### src/rtl/rv_ctrl_pkg.sv
// rv_ctrl_pkg: shared control-flow definitions for the branch resolve unit.
//   - RISC-V opcode constants for B-type, JAL and JALR
//   - B-type funct3 condition codes
//   - 2-bit saturating counter type, its reset default and update function
//   - raw immediate extraction helpers (caller sign-extends to its XLEN)
package rv_ctrl_pkg;

  localparam logic [6:0] OP_BRANCH = 7'b1100011;
  localparam logic [6:0] OP_JAL    = 7'b1101111;
  localparam logic [6:0] OP_JALR   = 7'b1100111;

  localparam logic [2:0] F3_BEQ  = 3'd0;
  localparam logic [2:0] F3_BNE  = 3'd1;
  localparam logic [2:0] F3_BLT  = 3'd4;
  localparam logic [2:0] F3_BGE  = 3'd5;
  localparam logic [2:0] F3_BLTU = 3'd6;
  localparam logic [2:0] F3_BGEU = 3'd7;

  typedef logic [1:0] bht_ctr_t;

  // Weakly not-taken.
  localparam bht_ctr_t BHT_INIT_DEFAULT = 2'b01;

  // Saturating 2-bit counter step toward the observed direction.
  function automatic bht_ctr_t ctr_next(input bht_ctr_t ctr, input logic taken);
    bht_ctr_t res;
    res = ctr;
    if (taken && (ctr != 2'b11)) res = ctr + 2'd1;
    else if (!taken && (ctr != 2'b00)) res = ctr - 2'd1;
    return res;
  endfunction

  // Immediates are returned at their natural width; bit 0 of B/J is the
  // implicit zero, the MSB is the sign bit.
  function automatic logic [12:0] imm_b(input logic [31:0] ir);
    return {ir[31], ir[7], ir[30:25], ir[11:8], 1'b0};
  endfunction

  function automatic logic [20:0] imm_j(input logic [31:0] ir);
    return {ir[31], ir[19:12], ir[20], ir[30:21], 1'b0};
  endfunction

  function automatic logic [11:0] imm_i(input logic [31:0] ir);
    return ir[31:20];
  endfunction

endpackage

### src/rtl/bht_counters.sv
// bht_counters: array of 2-bit saturating counters.
//   clk_i, rst_ni   : clock, asynchronous active-low reset (all entries -> INIT)
//   rd_idx_i/rd_ctr_o : combinational read port
//   we_i, wr_idx_i, wr_taken_i : write port; the addressed counter steps
//                     toward wr_taken_i at the clock edge
// A read of the entry being written returns the old value in that cycle.
module bht_counters
  import rv_ctrl_pkg::*;
#(
  parameter int       DEPTH = 64,
  parameter bht_ctr_t INIT  = BHT_INIT_DEFAULT,
  localparam int      IDX_W = $clog2(DEPTH)
) (
  input  logic             clk_i,
  input  logic             rst_ni,
  input  logic [IDX_W-1:0] rd_idx_i,
  output logic [1:0]       rd_ctr_o,
  input  logic             we_i,
  input  logic [IDX_W-1:0] wr_idx_i,
  input  logic             wr_taken_i
);

  bht_ctr_t ctr_q [DEPTH];
  bht_ctr_t ctr_d;

  // Read-modify-write happens inside the array so the caller needs no
  // second read port for training.
  assign ctr_d    = ctr_next(ctr_q[wr_idx_i], wr_taken_i);
  assign rd_ctr_o = ctr_q[rd_idx_i];

  always_ff @(posedge clk_i or negedge rst_ni) begin
    if (!rst_ni) begin
      for (int i = 0; i < DEPTH; i++) ctr_q[i] <= INIT;
    end else if (we_i) begin
      ctr_q[wr_idx_i] <= ctr_d;
    end
  end

endmodule

### src/rtl/branch_resolve_unit.sv
// branch_resolve_unit: resolves B-type, JAL and JALR at the end of execute,
// trains a bimodal BHT and presents a one-stage registered result.
//   iCLK, iRST_N       : clock, asynchronous active-low reset
//   iFLUSH             : kills the pending result and the current accept
//   iVALID / oREADY    : input handshake
//   iPC, iIR, iREG_OUT1, iREG_OUT2, iPRED_TAKEN : instruction operands
//   iFETCH_PC / oPRED_TAKEN : fetch-side BHT lookup (combinational)
//   oVALID / iREADY    : output handshake
//   oTAKEN, oTARGET, oLINK, oREDIRECT, oREDIRECT_PC, oILLEGAL, oMISALIGNED
//                      : registered resolution result
module branch_resolve_unit
  import rv_ctrl_pkg::*;
#(
  parameter int         XLEN      = 32,
  parameter int         BHT_DEPTH = 64,
  parameter logic [1:0] BHT_INIT  = BHT_INIT_DEFAULT
) (
  input  logic            iCLK,
  input  logic            iRST_N,
  input  logic            iFLUSH,
  input  logic            iVALID,
  output logic            oREADY,
  input  logic [XLEN-1:0] iPC,
  input  logic [31:0]     iIR,
  input  logic [XLEN-1:0] iREG_OUT1,
  input  logic [XLEN-1:0] iREG_OUT2,
  input  logic            iPRED_TAKEN,
  input  logic [XLEN-1:0] iFETCH_PC,
  output logic            oPRED_TAKEN,
  output logic            oVALID,
  input  logic            iREADY,
  output logic            oTAKEN,
  output logic [XLEN-1:0] oTARGET,
  output logic [XLEN-1:0] oLINK,
  output logic            oREDIRECT,
  output logic [XLEN-1:0] oREDIRECT_PC,
  output logic            oILLEGAL,
  output logic            oMISALIGNED
);

  localparam int IDX_W = $clog2(BHT_DEPTH);

  // Handshake: a transfer happens on an edge where valid and ready are both
  // high. oREADY = !oVALID || iREADY, so a slot frees in the same cycle the
  // consumer takes the result. While oVALID && !iREADY everything is held.
  // iFLUSH overrides both: the result register empties and nothing is taken.
  logic accept;

  // Decode
  logic [6:0] opcode;
  logic [2:0] funct3;
  logic       is_b, is_jal, is_jalr, b_legal, cond;

  logic [XLEN-1:0] imm_b_x, imm_j_x, imm_i_x, pc_plus4;

  logic            valid_q;
  logic            taken_q, taken_d;
  logic [XLEN-1:0] target_q, target_d;
  logic [XLEN-1:0] link_q, link_d;
  logic            redirect_q, redirect_d;
  logic [XLEN-1:0] redirect_pc_q, redirect_pc_d;
  logic            illegal_q, illegal_d;
  logic            misaligned_q, misaligned_d;

  logic [1:0] fetch_ctr;
  logic       bht_we;

  assign opcode  = iIR[6:0];
  assign funct3  = iIR[14:12];
  assign is_b    = (opcode == OP_BRANCH);
  assign is_jal  = (opcode == OP_JAL);
  assign is_jalr = (opcode == OP_JALR);
  assign b_legal = is_b && (funct3 != 3'd2) && (funct3 != 3'd3);

  assign imm_b_x  = {{(XLEN-13){iIR[31]}}, imm_b(iIR)};
  assign imm_j_x  = {{(XLEN-21){iIR[31]}}, imm_j(iIR)};
  assign imm_i_x  = {{(XLEN-12){iIR[31]}}, imm_i(iIR)};
  assign pc_plus4 = iPC + XLEN'(4);

  always_comb begin
    cond = 1'b0;
    unique case (funct3)
      F3_BEQ:  cond = (iREG_OUT1 == iREG_OUT2);
      F3_BNE:  cond = (iREG_OUT1 != iREG_OUT2);
      F3_BLT:  cond = ($signed(iREG_OUT1) <  $signed(iREG_OUT2));
      F3_BGE:  cond = ($signed(iREG_OUT1) >= $signed(iREG_OUT2));
      F3_BLTU: cond = (iREG_OUT1 <  iREG_OUT2);
      F3_BGEU: cond = (iREG_OUT1 >= iREG_OUT2);
      default: cond = 1'b0;
    endcase
  end

  always_comb begin
    taken_d       = 1'b0;
    target_d      = '0;
    link_d        = '0;
    redirect_d    = 1'b0;
    redirect_pc_d = '0;
    illegal_d     = 1'b0;
    if (is_b) begin
      taken_d       = b_legal && cond;
      target_d      = iPC + imm_b_x;
      redirect_d    = (taken_d != iPRED_TAKEN);
      redirect_pc_d = taken_d ? target_d : pc_plus4;
      illegal_d     = !b_legal;
    end else if (is_jal) begin
      taken_d       = 1'b1;
      target_d      = iPC + imm_j_x;
      link_d        = pc_plus4;
      redirect_d    = !iPRED_TAKEN;
      redirect_pc_d = target_d;
    end else if (is_jalr) begin
      // No target predictor exists, so JALR always redirects.
      taken_d       = 1'b1;
      target_d      = (iREG_OUT1 + imm_i_x) & ~XLEN'(1);
      link_d        = pc_plus4;
      redirect_d    = 1'b1;
      redirect_pc_d = target_d;
    end else begin
      illegal_d     = 1'b1;
    end
    misaligned_d = taken_d && target_d[1];
  end

  assign oREADY = !valid_q || iREADY;
  assign accept = iVALID && oREADY && !iFLUSH;
  assign bht_we = accept && b_legal;

  always_ff @(posedge iCLK or negedge iRST_N) begin
    if (!iRST_N) begin
      valid_q       <= 1'b0;
      taken_q       <= 1'b0;
      target_q      <= '0;
      link_q        <= '0;
      redirect_q    <= 1'b0;
      redirect_pc_q <= '0;
      illegal_q     <= 1'b0;
      misaligned_q  <= 1'b0;
    end else if (iFLUSH) begin
      valid_q <= 1'b0;
    end else if (accept) begin
      valid_q       <= 1'b1;
      taken_q       <= taken_d;
      target_q      <= target_d;
      link_q        <= link_d;
      redirect_q    <= redirect_d;
      redirect_pc_q <= redirect_pc_d;
      illegal_q     <= illegal_d;
      misaligned_q  <= misaligned_d;
    end else if (iREADY) begin
      valid_q <= 1'b0;
    end
  end

  bht_counters #(
    .DEPTH (BHT_DEPTH),
    .INIT  (BHT_INIT)
  ) u_bht (
    .clk_i      (iCLK),
    .rst_ni     (iRST_N),
    .rd_idx_i   (iFETCH_PC[IDX_W+1:2]),
    .rd_ctr_o   (fetch_ctr),
    .we_i       (bht_we),
    .wr_idx_i   (iPC[IDX_W+1:2]),
    .wr_taken_i (taken_d)
  );

  // Fetch PC bits outside the index field do not participate in the lookup.
  logic unused_fetch_bits;
  assign unused_fetch_bits = ^{iFETCH_PC[1:0], iFETCH_PC[XLEN-1:IDX_W+2]};

  assign oPRED_TAKEN  = fetch_ctr[1];
  assign oVALID       = valid_q;
  assign oTAKEN       = taken_q;
  assign oTARGET      = target_q;
  assign oLINK        = link_q;
  assign oREDIRECT    = redirect_q;
  assign oREDIRECT_PC = redirect_pc_q;
  assign oILLEGAL     = illegal_q;
  assign oMISALIGNED  = misaligned_q;

endmodule

### config.mk
export PLATFORM = sky130hd
export DESIGN_NAME = branch_resolve_unit
export DESIGN_NICKNAME = d
export VERILOG_FILES = /design/src/rtl/rv_ctrl_pkg.sv /design/src/rtl/bht_counters.sv /design/src/rtl/branch_resolve_unit.sv
export SDC_FILE = /design/constraint.sdc
export NUM_CORES = 1
export LEC_CHECK = 0
export CAP_MARGIN = 15
export CORE_MARGIN = 8
export CORE_UTILIZATION = 56
export CTS_BUF_LIST = sky130_fd_sc_hd__clkbuf_2
export DETAILED_ROUTE_END_ITERATION = 12
export GPL_ROUTABILITY_DRIVEN = 0
export HOLD_SLACK_MARGIN = 0.08
export PLACE_DENSITY = 0.83
export SLEW_MARGIN = 5
export SYNTH_ARGS = -nofsm -noshare
export SYNTH_HDL_FRONTEND = slang
export SYNTH_SLANG_ARGS = --single-unit
### constraint.sdc
create_clock -name iCLK -period 4.05 [get_ports iCLK]
set_input_delay 0.6075 -clock iCLK [delete_from_list [all_inputs] [get_ports iCLK]]
set_output_delay 0.6075 -clock iCLK [all_outputs]
set_load 0.1 [all_outputs]
# --- After elaboration in Yosys (flattened, before gate mapping) ---
# Cells that the tools add are included.
totals:
  reg_bits: 229
  out_inout_bits: 103
  wordCells: 153
op_classes:
  n_addsub: 6
  order_cmp: 7
  n_eq_ne: 14
  n_mux: 31
  bitwise: 3
  n_reduce_logical: 20
ops:
  columns: ["op", "count"]
  rows:
  - ["2-to-1 mux 32 bit", 8]
  - ["bitwise mux 128 bit", 1]
  - ["adder 32 bit", 3]
  - ["greater-or-equal comparator 32 bit", 2]
  - ["< comparator 32 bit", 2]
  - ["adder 32 x 3 -> 32 bit (second input constant)", 1]
  - ["== test 32 bit", 1]
  - ["!= test 32 bit", 1]
  - ["binary-select mux 2 bit (select 6 bit)", 2]
  - ["== test 7 bit (second input constant)", 3]
  - ["greater-or-equal comparator 7 bit (second input constant)", 2]
  - ["2-to-1 mux 2 bit", 7]
  - ["NOT 6 -> 7 bit", 2]
  - ["demux 2 bit (select 6 bit)", 1]
  - ["== test 3 bit (second input constant)", 4]
  - ["2-to-1 mux 1 bit", 11]
  - ["logical AND 1 bit", 10]
  - ["< comparator 7 x 1 -> 1 bit (second input constant)", 1]
  - ["!= test 3 x 2 -> 1 bit (second input constant)", 2]
  - ["one-hot mux 1 bit (6 select lines)", 1]
  - ["logical NOT 1 bit", 5]
  - ["== test 3 x 1 -> 1 bit (second input constant)", 1]
  - ["logical NOT 3 bit", 1]
  - ["nonzero test 3 bit", 1]
  - ["8 further kinds", 8]

# --- Longest topological paths before layout ---
# Gate-level depths: netlist of run 1.
depth:
  word_depth: 10
  ltp_mapped: 17

# --- Modules after synthesis ---
# A second synthesis of run 1 with hierarchy kept.
hier_totals:
  hier_cells: 1914
  hier_area_um2: 17626.9
by_module_without_submodules:
  columns: ["module", "instances", "cells_per_inst", "area_per_inst_um2", "seq_area_each_um2"]
  rows:
  - ["branch_resolve_unit", 1, 1281, 10059.6, 2502.4]
  - ["bht_counters", 1, 633, 7567.3, 3283.1]

# --- Worst setup path after synthesis of run 1 ---
# No wires, ideal clock.
synth_path:
  path_type: "in2out"
  from: "input iFETCH_PC[2]"
  to: "output oPRED_TAKEN"
  arrival_ns: 3.295
  required_time_ns: 3.442
  path_slack_ns: 0.148
  cell_stages: 5
  path_cell_list: "clkbuf_1 > buf_1 > mux4_2 > mux4_2 > mux4_2"
synth_via:
  elab_chain_len: 4
synth_lines:
  columns: ["item", "line", "source"]
  rows:
  - ["start: declaration", "branch_resolve_unit.sv:28", "input logic [XLEN-1:0] iFETCH_PC,"]
  - ["NOT 6 -> 7 bit (not written as such)", "bht_counters.sv:29", "assign rd_ctr_o = ctr_q[rd_idx_i];"]
  - ["binary-select mux 2 bit (select 6 bit)", "bht_counters.sv:29", null]
  - ["2-to-1 mux 2 bit (not written as such) (2 in series)", "bht_counters.sv:29", null]
  - ["end: declaration", "branch_resolve_unit.sv:29", "output logic oPRED_TAKEN,"]
# Every way passes these cells. The select of a mux whose other input is x is not followed.

# --- Worst setup path in the final report of run 1 ---
# Same ends and word-level chain as after synthesis.

==> flow_summary_export.csv, run 1 <==
group,metric,value,unit
layout,final_common_cell,"nand2_1",
route,drt_wl_total,59.22,mm
route,antenna_left,0,
sta,rsz0062_at_grt,"no",
power,peakVddDrop,0.0004474,V
floorplan,dieHeight,189.5,um
floorplan,core_area,29640,um^2
sta,max_slew_margin,24.39,%
sta,hold_viol,0,
route,vias,17707,
floorplan,fp.dieW,189.5,um
floorplan,ios,269,
critical_path,r2r_slack,0.73,ns
place,dp_hpwl,45.71,mm
critical_path,critPathMaxFanout,16,
clock_tree,cts_tree,"done",
clock_tree,clkTransAtPathRegs,0.11,ns
sta,fmax,266.9,MHz
grt,grt_pass1_wl,93.34,mm
yosys,synth_cells,1926,
critical_path,reg2reg_from,"u_bht.ctr_q[9]",
sta,skew,0.09105,ns
layout,nets,2634,
route,dr.pass1.iters,6,
yosys,ys_seq_elements,228,
place,numPlacedInstances,2686,
flow_run,maxCapViolations,0,
grt,antenna_found_initial,2,
route,via_per_inst,6.333,
yosys,seq_area_frac_synth,34.32,%
sta,worstMarginPinSlew,1.131,ns
sta,maxSlewViolCount,0,
grt,grt_max_degree,87,
critical_path,criticalPathCategory,"input pin to output port",
sta,fin_crit_sh,92.53,%
critical_path,crit_end,"oPRED_TAKEN",
route,dr.first_iter.drc_count,2002,
yosys,synth_area,16860,um^2
power,power_density,306.8,nW/um^2
clock_tree,cts.sinks,228,
sta,fin_crit,3.747,ns
yosys,ys_warn_count,0,
layout,nFillCells,2170,
layout,area_growth,29.09,%
clock_tree,postCtsResizedCells,0,
critical_path,worstPathRequired,3.44,ns
yosys,synth_ff_type,"dfrtp_1",
critical_path,crit_start,"iFETCH_PC[2]",
critical_path,end_kind,"output port",
critical_path,crit_arrival,3.14,ns
layout,fin_cells,2796,
critical_path,rr_worst_depth,11,
clock_tree,cts_made_buffers,58,
place,dp_slack,-0.4482,ns
power,leakagePower,9.472,nW
run_status,status,"finished, final reports clean",
route,wl_per_cell,21.18,um
layout,drive_gt1_share,20.97,%
yosys,syn_nets,2203,
hold_path,min_path_type,"input pin to asynchronous set/reset pin",
route,drc,0,
clock_tree,postCtsSetupRepairBufs,0,
yosys,yosysUniqueCellTypes,79,
critical_path,rr_endpoint,"u_bht.ctr_q[106]",
grt,track_usage,32.21,%
floorplan,dieArea,35920,um^2
clock_tree,clockBufferDepth,3,
grt,grt_pass1_vias,17612,
sta,hold-worst-slack,0.2378,ns
sta,setup_viol,0,
yosys,synth_edf_count,0,
clock_tree,cts_root_buf,"clkbuf_2",
yosys,synth_async_sr_flop_share,100.0,%
place,io_buffers,242,
sta,layout_setup_ws,0.3027,ns
floorplan,initial_utilization,56.89,%
clock_tree,cts_max_level,2,
critical_path,critPathLaunchType,"input pin",
grt,grt_overflow,0,
floorplan,rows,63,
yosys,avgSynthCellArea,8.754,um^2
layout,layout_common_cells,"338 x nand2_1, 236 x clkdlybuf4s50_1, 205 x buf_4, 171 x o21ai_0, 164 x dfrtp_1",
clock_tree,clkLatencyLatePin,0.97,ns
cell families after synthesis:
family | after synthesis | synth area share, %
buffers and inverters | 152 | 3.777
XOR/XNOR | 104 | 5.403
flip-flops | 228 | 34.32
adder cells (fa/ha/maj) | 111 | 8.371
AO/OA/AOI/OAI | 595 | 23.56
AND/OR/NAND/NOR | 662 | 17.53
multiplexers | 74 | 7.043
stage by stage:
step / setup TNS, ns / utilization [%] / area (um^2) / power, W
after floorplan: 0 / - / 16860 / 0.004106
after global placement: -32.27 / 71.63 / 21230 / 0.005015
after detailed placement: -45.13 / 71.63 / 21230 / 0.005076
after CTS: 0 / 73.42 / 21760 / 0.006649
after global routing: 0 / 73.43 / 21760 / 0.006955
final: 0 / 73.43 / 21760 / 0.006677
power by group:
part           switching [W]  internal, W  leakage [nW]
clock network        0.00104     0.000560         0.388
registers          0.0000696      0.00237          2.83
logic                0.00170     0.000942          6.25
total                0.00281      0.00387          9.47
synth_stat cells, types with 16 or more instances:
library cell  instances  share of area (%)
mux4_2               34                4.5
nand4_1              22               0.82
nor2b_1              16               0.59
dfstp_2              64                 10
dfrtp_1             164                 24
nor2_1              145                3.2
a221oi_1             20                1.0
a21oi_1             112                3.3
o21ai_0             171                5.1
ha_1                108                8.0
o22a_1               16               0.83
nand3_1              31               0.92
xnor2_1              47                2.4
xor2_1               57                3.0
a22oi_1              16               0.71
a31oi_1              18               0.67
mux2i_1              26                1.5
o21ai_2              60                3.1
clkbuf_1             67                1.5
inv_1                59                1.3
nor3_1               23               0.68
a21o_1               39                1.7
nand2_1             338                7.5
o31ai_1              19               0.85
a211oi_1             23                1.0
and3_1               16               0.59
sequential cells by signal, summed over array words and instances, names as in the netlist:
register,flops
oILLEGAL,1
u_bht.ctr_q,128
oREDIRECT_PC,31
oREDIRECT,1
oTAKEN,1
oTARGET,32
oMISALIGNED,1
oVALID,1
oLINK,32
what timing repair did:
item	4_1_cts	5_1_grt
hold buffers	1	0
endpoints found under the hold margin	83	0
setup endpoints to repair	0	0
worst min-delay path by stage:
stage,depth (start not counted),slack (ns),to,from
2_1_floorplan,0,0.31,oILLEGAL,iRST_N
3_3_place_gp,2,0.45,oTARGET[18],oTARGET[18]
3_5_place_dp,2,0.46,u_bht.ctr_q[46],u_bht.ctr_q[46]
4_1_cts,2,0.21,u_bht.ctr_q[127],iRST_N
5_1_grt,2,0.25,u_bht.ctr_q[127],iRST_N
6_report,2,0.24,u_bht.ctr_q[127],iRST_N
per-layer routing:
metal	wire length (um)	global-route usage, %	vias up
met4	3109	16.12	0
li1	-	-	7925
met1	22960	41.29	8381
met5	0	0	-
met3	6547	7.450	232
met2	26610	50.66	1169
layout make-up:
class | instances | area, um^2 | area share [%]
Antenna cell | 2 | 5.005 | 0.02300
Inverter | 60 | 225.2 | 1.035
Clock buffer | 81 | 405.4 | 1.863
Multi-Input combinational cell | 1546 | 10460 | 48.06
Clock inverter | 26 | 113.9 | 0.5231
Sequential cell | 228 | 5786 | 26.58
Tap cell | 390 | 488.0 | 2.242
Timing Repair Buffer | 463 | 4282 | 19.67
worst max-delay path, stage by stage:
cell             delay [ns]
clkdlybuf4s50_1        0.50
buf_12                 0.20
mux4_2                 0.58
mux4_2                 0.52
mux4_2                 0.51
buf_12                 0.19
(Power assumes the default switching activity.)
==> run 2: changes to the inputs <==
CORE_MARGIN = 5   (was 8)
==> flow_summary_export.csv, run 2 (synthesized netlist as in run 1, its figures left out) <==
group,metric,value,unit
run_status,status,"finished, final reports clean",
route,via_per_inst,6.314,
critical_path,critPathTopFamily,"multiplexers",
layout,drive_gt1_share,21.85,%
clock_tree,postCtsResizedCells,0,
clock_tree,clkLatencyLatePin,0.91,ns
route,vias,17729,
clock_tree,clockBufferDepth,3,
critical_path,crit_top_cell,"mux4_2",
critical_path,cpPeakStageDelay,0.55,ns
layout,multi_input_area,10460,um^2
critical_path,critPathLaunchType,"input pin",
grt,grt_pass1_wl,90.56,mm
place,dp_hpwl,44.84,mm
sta,hold-worst-slack,0.3513,ns
floorplan,rows,63,
clock_tree,cts_root_buf,"clkbuf_2",
critical_path,crit_arrival,3.09,ns
grt,antenna_found_initial,1,
layout,nets,2645,
floorplan,dieHeight,183.5,um
layout,largest_reg_flops,128,
grt,grt_max_degree,121,
route,wl_per_cell,20.79,um
sta,maxSlewViolCount,0,
sta,hold_viol,0,
sta,rsz0062_at_grt,"no",
route,drt_wl_total,58.37,mm
power,power_density,308.9,nW/um^2
sta,skew,0.1021,ns
critical_path,critPathBufInv,3,
sta,fmax,270.3,MHz
layout,largest_register,"u_bht.ctr_q",
critical_path,criticalPathCategory,"input pin to output port",
route,dr.first_iter.drc_count,2045,
floorplan,initial_utilization,56.73,%
sta,max_slew_margin,26.80,%
route,dr.pass1.iters,9,
clock_tree,cts_tree,"done",
grt,grt_overflow,0,
floorplan,dieArea,33680,um^2
sta,setup_viol,0,
layout,area_growth,29.48,%
place,io_buffers,242,
hold_path,min_path_type,"input pin to flip-flop",
route,antenna_left,0,
critical_path,crit_slowest_cell,"mux4_2",
layout,final_common_cell,"nand2_1",
clock_tree,clkTransAtPathRegs,0.10,ns
power,peakVddDrop,0.0004066,V
clock_tree,cts.sinks,228,
sta,layout_setup_ws,0.3502,ns
place,dp_slack,-0.4374,ns
layout,layout_common_cells,"338 x nand2_1, 236 x clkdlybuf4s50_1, 221 x buf_4, 171 x o21ai_0, 164 x dfrtp_1",
power,leakagePower,9.542,nW
sta,fin_crit,3.700,ns
route,drc,0,
critical_path,worstPathCellList,"clkdlybuf4s50_1, buf_12, mux4_2, mux4_2, mux4_2, buf_12",
sta,worstMarginPinSlew,1.095,ns
grt,track_usage,33.29,%
floorplan,core_area,29720,um^2
clock_tree,cts_max_level,2,
sta,fin_crit_sh,91.35,%
critical_path,critPathMaxFanout,16,
critical_path,worstPathRequired,3.44,ns
layout,fin_area,21830,um^2
layout,nFillCells,2141,
critical_path,end_kind,"output port",
floorplan,ios,269,
layout,seqCellArea,5786,um^2
place,placed_area,21250,um^2
flow_run,maxCapViolations,0,
grt,grt_pass1_vias,17181,
clock_tree,cts_made_buffers,58,
floorplan,fp.dieW,183.5,um
run 2: cell count changes in the layout (fill, tap and decap cells not counted), sizes merged:
| cell | change |
|---|---|
| buf | +11 |
| inv | -2 |
| bufinv | +1 |
| clkbuf | +3 |
| clkinv | -1 |
run 2: worst paths after layout:
kind / start / end / slack (ns) / cells after the start
hold reg to reg: u_bht.ctr_q[84] / u_bht.ctr_q[84] / 0.48 / 2
hold / removal: iPC[0] / oLINK[0] / 0.35 / 3
min in group asynchronous: iRST_N / u_bht.ctr_q[93] / 0.39 / 2
max in group asynchronous: iRST_N / oLINK[22] / 2.54 / 3
setup / recovery: iFETCH_PC[2] / oPRED_TAKEN / 0.35 / 6
setup reg to reg: u_bht.ctr_q[54] / u_bht.ctr_q[110] / 0.68 / 13
run 2: tightest hold or removal path, cell delays in order:
cell,delay [ns]
clkdlybuf4s50_1,0.44
nand3_1,0.08
nand2_1,0.05
run 2: power breakdown:
| part | internal, W | total (W) | switching (W) |
|---|---|---|---|
| registers | 0.00237 | 0.00244 | 0.0000690 |
| clock network | 0.000644 | 0.00166 | 0.00102 |
| logic | 0.000940 | 0.00264 | 0.00170 |
run 2: cell type report:
class,instances,share of cell area [%]
Clock buffer,84,1.926
Inverter,60,1.032
Multi-Input combinational cell,1546,47.92
Timing Repair Buffer,474,19.71
Tap cell,390,2.235
Antenna cell,2,0.02293
Sequential cell,228,26.50
Clock inverter,24,0.6591
run 2: per-stage QoR:
step | std cells | TNS (ns) | utilization, % | power [W]
global placement | 2697 | -33.85 | 71.51 | 0.005013
detailed placement | 2697 | -49.33 | 71.51 | 0.005069
finish | 2808 | 0 | 73.46 | 0.006742
floorplan | 1926 | 0 | - | 0.004106
CTS | 2806 | 0 | 73.44 | 0.006720
global route | 2807 | 0 | 73.45 | 0.007035
run 2: metal layers:
layer	wire (um)	GRT usage, %	part of all wire [%]	vias up
li1	-	-	-	7947
met1	22550	44.70	39	8365
met2	26180	52.11	45	1171
met3	6285	6.074	11	246
met4	3356	16.48	5.7	0
met5	0	0	0	-
run 2: timing repair:
| item | in CTS | in global routing |
|---|---|---|
| endpoints found under the hold margin | 76 | 0 |
| setup endpoints to repair | 0 | 0 |
| hold buffers | 1 | 0 |
| setup buffers | 0 | 0 |
